**config.mk**
```make
export PLATFORM = sky130hd
export DESIGN_NAME = memcic_sched_flat
export DESIGN_NICKNAME = d
export VERILOG_FILES = /design/src/rtl/memcic_sched_if.sv /design/src/rtl/memcic_sched.sv /design/src/flat_wrapper.sv
export SDC_FILE = /design/constraint.sdc
export NUM_CORES = 1
export LEC_CHECK = 0
export BUFFER_PORTS_ARGS = -buffer_cell sky130_fd_sc_hd__buf_2
export CORE_UTILIZATION = 52
export DETAILED_ROUTE_END_ITERATION = 7
export PLACE_DENSITY = 0.77
export RECOVER_POWER = 50
export SYNTH_ARGS = -nofsm -noshare
export SYNTH_HDL_FRONTEND = slang
export SYNTH_SLANG_ARGS = --single-unit
export TNS_END_PERCENT = 50
```
**constraint.sdc**
```tcl
create_clock -name clock -period 2.5 [get_ports clock]
set_clock_uncertainty 0.05 [all_clocks]
set_input_delay 0.125 -clock clock [delete_from_list [all_inputs] [get_ports clock]]
set_output_delay 0.125 -clock clock [all_outputs]
set_load 0.02 [all_outputs]
```
**src/rtl/memcic_sched_if.sv**
```systemverilog
// Bus bundle between the channel-sharing scheduler, its requesters and the shared CIC engine.
// The scheduler takes the slave view; whatever surrounds it takes the master view.
interface memcic_sched_if #(
  parameter int unsigned NCH = 4,
  parameter int unsigned CW  = 2
);
  logic [NCH-1:0]    in_strobe;
  logic [24*NCH-1:0] in_data;
  logic              cic_strobe;
  logic [23:0]       cic_data;
  logic [CW-1:0]     cic_chan;
  logic              cic_out_strobe;
  logic [23:0]       cic_out_data;
  logic [NCH-1:0]    out_strobe;
  logic [23:0]       out_data;
  logic [NCH-1:0]    overrun;
  logic              clear_overrun;

  modport master (
    output in_strobe, in_data, cic_out_strobe, cic_out_data, clear_overrun,
    input  cic_strobe, cic_data, cic_chan, out_strobe, out_data, overrun
  );

  modport slave (
    input  in_strobe, in_data, cic_out_strobe, cic_out_data, clear_overrun,
    output cic_strobe, cic_data, cic_chan, out_strobe, out_data, overrun
  );
endinterface

```
**src/rtl/memcic_sched.sv**
```systemverilog
// Round-robin scheduler sharing one memory-based CIC decimator between NCH sample streams.
// Strobes to the engine are spaced at least GAP cycles apart; outputs are routed by channel tag.
module memcic_sched #(
  parameter int unsigned NCH    = 4,
  parameter int unsigned CW     = 2,
  parameter int unsigned STAGES = 11,
  parameter int unsigned GAP    = 2 * STAGES + 5
) (
  input logic           clock,
  input logic           reset_n,
  memcic_sched_if.slave bus
);
  localparam int unsigned GW = (GAP > 2) ? $clog2(GAP) : 1;

  typedef enum logic {StIdle, StWait} state_e;

  state_e                 state_q, state_d;
  logic [NCH-1:0]         pend_q, pend_d;
  logic [CW-1:0]          rr_q, rr_d;
  logic [GW-1:0]          gap_q, gap_d;
  logic [NCH-1:0][23:0]   hold_q, hold_d;
  logic                   cic_strobe_q, cic_strobe_d;
  logic [23:0]            cic_data_q, cic_data_d;
  logic [CW-1:0]          cic_chan_q, cic_chan_d;
  logic [NCH-1:0]         out_strobe_q, out_strobe_d;
  logic [23:0]            out_data_q, out_data_d;
  logic [NCH-1:0]         overrun_q, overrun_d;

  logic                   grant;
  logic [CW-1:0]          gnt_idx;
  logic [CW:0]            idx;

  // First pending channel at or after rr_q, wrapping at NCH-1.
  always_comb begin
    grant   = 1'b0;
    gnt_idx = '0;
    idx     = '0;
    for (int k = 0; k < int'(NCH); k++) begin
      idx = {1'b0, rr_q} + (CW + 1)'(k);
      if (idx >= (CW + 1)'(NCH)) idx = idx - (CW + 1)'(NCH);
      if (!grant && pend_q[idx[CW-1:0]]) begin
        grant   = 1'b1;
        gnt_idx = idx[CW-1:0];
      end
    end
  end

  always_comb begin
    state_d      = state_q;
    pend_d       = pend_q;
    rr_d         = rr_q;
    gap_d        = gap_q;
    hold_d       = hold_q;
    cic_strobe_d = 1'b0;
    cic_data_d   = cic_data_q;
    cic_chan_d   = cic_chan_q;
    out_strobe_d = '0;
    out_data_d   = out_data_q;
    overrun_d    = bus.clear_overrun ? '0 : overrun_q;

    unique case (state_q)
      StIdle: begin
        if (grant) begin
          state_d         = StWait;
          cic_strobe_d    = 1'b1;
          cic_data_d      = hold_q[gnt_idx];
          cic_chan_d      = gnt_idx;
          pend_d[gnt_idx] = 1'b0;
          rr_d            = (gnt_idx == CW'(NCH - 1)) ? '0 : gnt_idx + 1'b1;
          // WAIT lasts GAP-1 cycles so the next IDLE grant lands exactly GAP after this strobe.
          gap_d           = GW'(GAP - 2);
        end
      end
      StWait: begin
        if (bus.cic_out_strobe) begin
          out_strobe_d[cic_chan_q] = 1'b1;
          out_data_d               = bus.cic_out_data;
        end
        if (gap_q == '0) begin
          state_d = StIdle;
        end else begin
          gap_d = gap_q - 1'b1;
        end
      end
      default: state_d = StIdle;
    endcase

    // pend_d already reflects this cycle's grant, so a granted channel never flags overrun.
    for (int i = 0; i < int'(NCH); i++) begin
      if (bus.in_strobe[i]) begin
        if (pend_d[i]) overrun_d[i] = 1'b1;
        pend_d[i] = 1'b1;
        hold_d[i] = bus.in_data[24*i +: 24];
      end
    end
  end

  always_ff @(posedge clock) begin
    if (!reset_n) begin
      state_q      <= StIdle;
      pend_q       <= '0;
      rr_q         <= '0;
      gap_q        <= '0;
      hold_q       <= '0;
      cic_strobe_q <= 1'b0;
      cic_data_q   <= '0;
      cic_chan_q   <= '0;
      out_strobe_q <= '0;
      out_data_q   <= '0;
      overrun_q    <= '0;
    end else begin
      state_q      <= state_d;
      pend_q       <= pend_d;
      rr_q         <= rr_d;
      gap_q        <= gap_d;
      hold_q       <= hold_d;
      cic_strobe_q <= cic_strobe_d;
      cic_data_q   <= cic_data_d;
      cic_chan_q   <= cic_chan_d;
      out_strobe_q <= out_strobe_d;
      out_data_q   <= out_data_d;
      overrun_q    <= overrun_d;
    end
  end

  assign bus.cic_strobe = cic_strobe_q;
  assign bus.cic_data   = cic_data_q;
  assign bus.cic_chan   = cic_chan_q;
  assign bus.out_strobe = out_strobe_q;
  assign bus.out_data   = out_data_q;
  assign bus.overrun    = overrun_q;
endmodule

```
**src/flat_wrapper.sv**
```systemverilog
// flat-port wrapper written by rule: the top's interface ports become plain ports
module memcic_sched_flat 
#(
  parameter int unsigned NCH    = 4,
  parameter int unsigned CW     = 2,
  parameter int unsigned STAGES = 11,
  parameter int unsigned GAP    = 2 * STAGES + 5
)
  (clock, reset_n, bus_in_strobe, bus_in_data, bus_cic_out_strobe, bus_cic_out_data, bus_clear_overrun, bus_cic_strobe, bus_cic_data, bus_cic_chan, bus_out_strobe, bus_out_data, bus_overrun);
  memcic_sched_if #(.NCH(NCH), .CW(CW)) bus_i ();
  input logic clock;
  input logic reset_n;
  input wire logic [$bits(bus_i.in_strobe)-1:0] bus_in_strobe;
  input wire logic [$bits(bus_i.in_data)-1:0] bus_in_data;
  input wire logic [$bits(bus_i.cic_out_strobe)-1:0] bus_cic_out_strobe;
  input wire logic [$bits(bus_i.cic_out_data)-1:0] bus_cic_out_data;
  input wire logic [$bits(bus_i.clear_overrun)-1:0] bus_clear_overrun;
  output wire logic [$bits(bus_i.cic_strobe)-1:0] bus_cic_strobe;
  output wire logic [$bits(bus_i.cic_data)-1:0] bus_cic_data;
  output wire logic [$bits(bus_i.cic_chan)-1:0] bus_cic_chan;
  output wire logic [$bits(bus_i.out_strobe)-1:0] bus_out_strobe;
  output wire logic [$bits(bus_i.out_data)-1:0] bus_out_data;
  output wire logic [$bits(bus_i.overrun)-1:0] bus_overrun;
  assign bus_i.in_strobe = bus_in_strobe;
  assign bus_i.in_data = bus_in_data;
  assign bus_i.cic_out_strobe = bus_cic_out_strobe;
  assign bus_i.cic_out_data = bus_cic_out_data;
  assign bus_i.clear_overrun = bus_clear_overrun;
  assign bus_cic_strobe = bus_i.cic_strobe;
  assign bus_cic_data = bus_i.cic_data;
  assign bus_cic_chan = bus_i.cic_chan;
  assign bus_out_strobe = bus_i.out_strobe;
  assign bus_out_data = bus_i.out_data;
  assign bus_overrun = bus_i.overrun;
  memcic_sched #(.NCH(NCH), .CW(CW), .STAGES(STAGES), .GAP(GAP)) u_core (.clock(clock), .reset_n(reset_n), .bus(bus_i));
endmodule
```
==> impl_results.md <==
- Status: finished, final reports clean
- Fmax: 456 MHz
- Worst setup startpoint: u_core.pend_q[1]$_SDFF_PN0_
- Congestion Overflow GR: 0
- MaxCap Viol Count: 0
- Initial Util: 53.7%
- Clk root buf: clkbuf_16
- CP Max Fanout: 32
- Post-route DRC: 0
- Die ar.: 13600 µm²
- Worst Path Arrival: 2.40 ns
- Fin crit share: 87.7%
- EDFF count, synth: 0
- Synth Instances: 661
- VDD IR max: 0.525 mV
- Clk slew on worst S/H paths: 0.06 ns
- Fin. Hold Viols: 0
- CP Launch Type: flop
- Largest net degree at the start of global routing: 99
- Clock Path Buffers: 2
- # setup viols final: 0
- Clock sink total: 167
- Vias in the first global route: 6120
- Worst rel slew slack: 38.8%
- Ys flop type: dfxtp_1
- Mapped Nets: 792
- TNS Setup: 0 ns
- Fillers: 884
- Critical path required time: 2.71 ns
- PwrDens: 722 nW/µm²
- Critical register-to-register path startpoint: u_core.pend_q[1]$_SDFF_PN0_
- DR vias/cell: 5.20
- Most frequent cells in the layout: 167 x dfxtp_1, 145 x mux2i_1, 126 x buf_2, 122 x dlygate4sd3_1, 107 x nor2b_1
- CTS tree: yes
- Distinct cells, synth: 36
- Via count: 5855
- Initial antenna violation count: 0
- CP Capture Type: flop
- Nets@finish: 1077
- FF-to-FF setup slack: 0.31 ns
- Worst setup path class: reg2reg
- DP Wirelength: 10900 µm
- Met3 Routed Length: 1360 µm
- First-pass GRT wire length: 30100 µm
- Boundary Pins: 187
- Final cell count without fillers: 1127
- Die W: 117 µm
- Worst skew pair latency: 0.42 ns
- Leakage Power: 4.07 nW
- Synth warn: 0
- Leading cell type in the layout, fill and taps excluded: dfxtp_1
- Worst hold path cell count: 3
- Htree depth: 4
- Finished Cell Area: 9500 µm²
- RSZ-0062 raised after global routing: no
- Placed cell areas: 7800 µm²
- WL/cell: 17.1 µm
- GP Congestion: 0.882
- Least-Margin Pin Slew: 0.919 ns
- N_diodes: 0
- Num CTS Buffers: 17
- Layout area overhead: 39.2%
- Register bit count reported by yosys: 167
- Pins Over Slew Limit: 0
- Synthesized area per cell: 10.3 µm²
- Post-CTS Setup Repair Bufs: 0
- Post-DRT Antenna Nets: 0
- Total length of routed met2 wires: 9710 µm
- Cell area after synthesis: 6830 µm²
- Core area: 12700 µm²
- Drt first pass iters: 4
- Number of I/O port buffers: 186
- FF-to-FF End: u_core.bus.cic_data[12]$_SDFFE_PN0P_
- FP Rows: 41
- Min-delay worst type: in2reg
- Fin crit period: 2.19 ns
- Async SR Flop Fraction: 0%
- Hold worst-path end: u_core.pend_q[1]$_SDFF_PN0_
- Detailed-routing wirelength on met1: 7690 µm
- Hold Crit Start: bus_in_strobe[1]
- Drt first-iter violations: 347
- Final wirelength: 19200 µm
- Y dimension of the die: 117 µm
- Worst R2R Path Depth: 6
- Fraction of layout cells with a size suffix above 1: 17.1%
- Sequential area share after synthesis: 49.0%
- GR Util All Layers: 29.1%
- Dpl cells: 977
- Highest Signal Layer: met4
through the flow:
step           utilization [%]  power, mW  hold slack, ns  setup WS (ns)
3_3_place_gp              61.3       4.18           0.327          0.443
2_1_floorplan                -       3.88           0.220          0.750
5_1_grt                   74.7       7.14           0.361          0.135
6_report                  74.7       6.86           0.321          0.308
3_5_place_dp              61.3       4.23           0.340          0.333
4_1_cts                   75.3       6.89           0.306          0.308
critical path: stages (launching register included):
cell and delay (ns):
dfxtp_1 0.33, nand2b_1 0.18, a21oi_1 0.14, o32a_2 0.60, buf_12 0.33, mux2i_1 0.24
o221ai_1 0.15
cell usage after synthesis, types with 2 or more instances:
cell type | instances | area (µm²)
ha_1 | 3 | 37.5
a21oi_1 | 6 | 30.0
xor2_1 | 2 | 17.5
o21a_1 | 4 | 30.0
a21boi_0 | 26 | 195
nor2_1 | 5 | 18.8
and2_1 | 5 | 31.3
dfxtp_1 | 167 | 3340
clkbuf_1 | 29 | 109
o21ai_0 | 8 | 40.0
nand2b_1 | 2 | 12.5
nor3_1 | 2 | 10.0
o221ai_1 | 22 | 193
o221ai_2 | 2 | 30.0
buf_6 | 3 | 33.8
buf_2 | 10 | 50.1
inv_1 | 7 | 26.3
mux2i_1 | 145 | 1450
and3_1 | 2 | 12.5
nor2b_1 | 108 | 676
nand2_1 | 83 | 312
buf_4 | 5 | 37.5
nand3_1 | 2 | 10.0
cells by family after synthesis:
group,Yosys count,synth area share [%]
simple gates,214,16.4
flops,167,49.0
mux,145,21.3
compound gates,76,8.78
buf+inv,54,3.76
fa+ha+maj,3,0.550
xor+xnor,2,0.257
area by class of cell:
cell class	instances	area (µm²)	share of cell area [%]
Clock buffer	24	492	5.18
Sequential cell	167	3340	35.2
Tap cell	172	215	2.27
Timing Repair Buffer	313	2120	22.3
Clock inverter	4	70.1	0.738
Multi-Input combinational cell	440	3230	34.0
Inverter	7	26.3	0.277
flip-flops by register name, indices dropped and copies added (netlist names):
| register | cells |
|---|---|
| u_core.bus.cic_chan | 2 |
| u_core.pend_q | 4 |
| u_core.bus.cic_data | 24 |
| u_core.state_q | 1 |
| u_core.hold_q | 96 |
| u_core.rr_q | 2 |
| u_core.gap_q | 5 |
| u_core.bus.cic_strobe | 1 |
| u_core.bus.out_strobe | 4 |
| u_core.bus.out_data | 24 |
| u_core.bus.overrun | 4 |
timing repair:
item,CTS,global route
hold endpoints to repair,124,0
resized for setup,0,0
hold buffers,122,0
power breakdown:
part	switching, mW	internal, mW	leakage (nW)
registers	0.149	2.87	1.37
clock network	0.979	1.55	0.278
logic	0.704	0.610	2.42
worst max path at each step:
stage                                                       to  slack, ns  cells past startpoint
after floorplan               u_core.bus.overrun[2]$_SDFF_PN0_       0.75                      9
after global placement    u_core.bus.cic_data[17]$_SDFFE_PN0P_       0.44                      6
after detailed placement  u_core.bus.cic_data[18]$_SDFFE_PN0P_       0.33                      6
after CTS                 u_core.bus.cic_data[11]$_SDFFE_PN0P_       0.31                      6
after global routing      u_core.bus.cic_data[18]$_SDFFE_PN0P_       0.13                      6
final                     u_core.bus.cic_data[12]$_SDFFE_PN0P_       0.31                      6
metal layers:
metal / track usage, % / vias to the layer above
met3: 7.52 / 42
li1: - / 2830
met4: 12.2 / 0
met2: 52.5 / 232
met5: 0 / -
met1: 32.3 / 2751
Note: power is estimated with default switching activity, not from simulation.
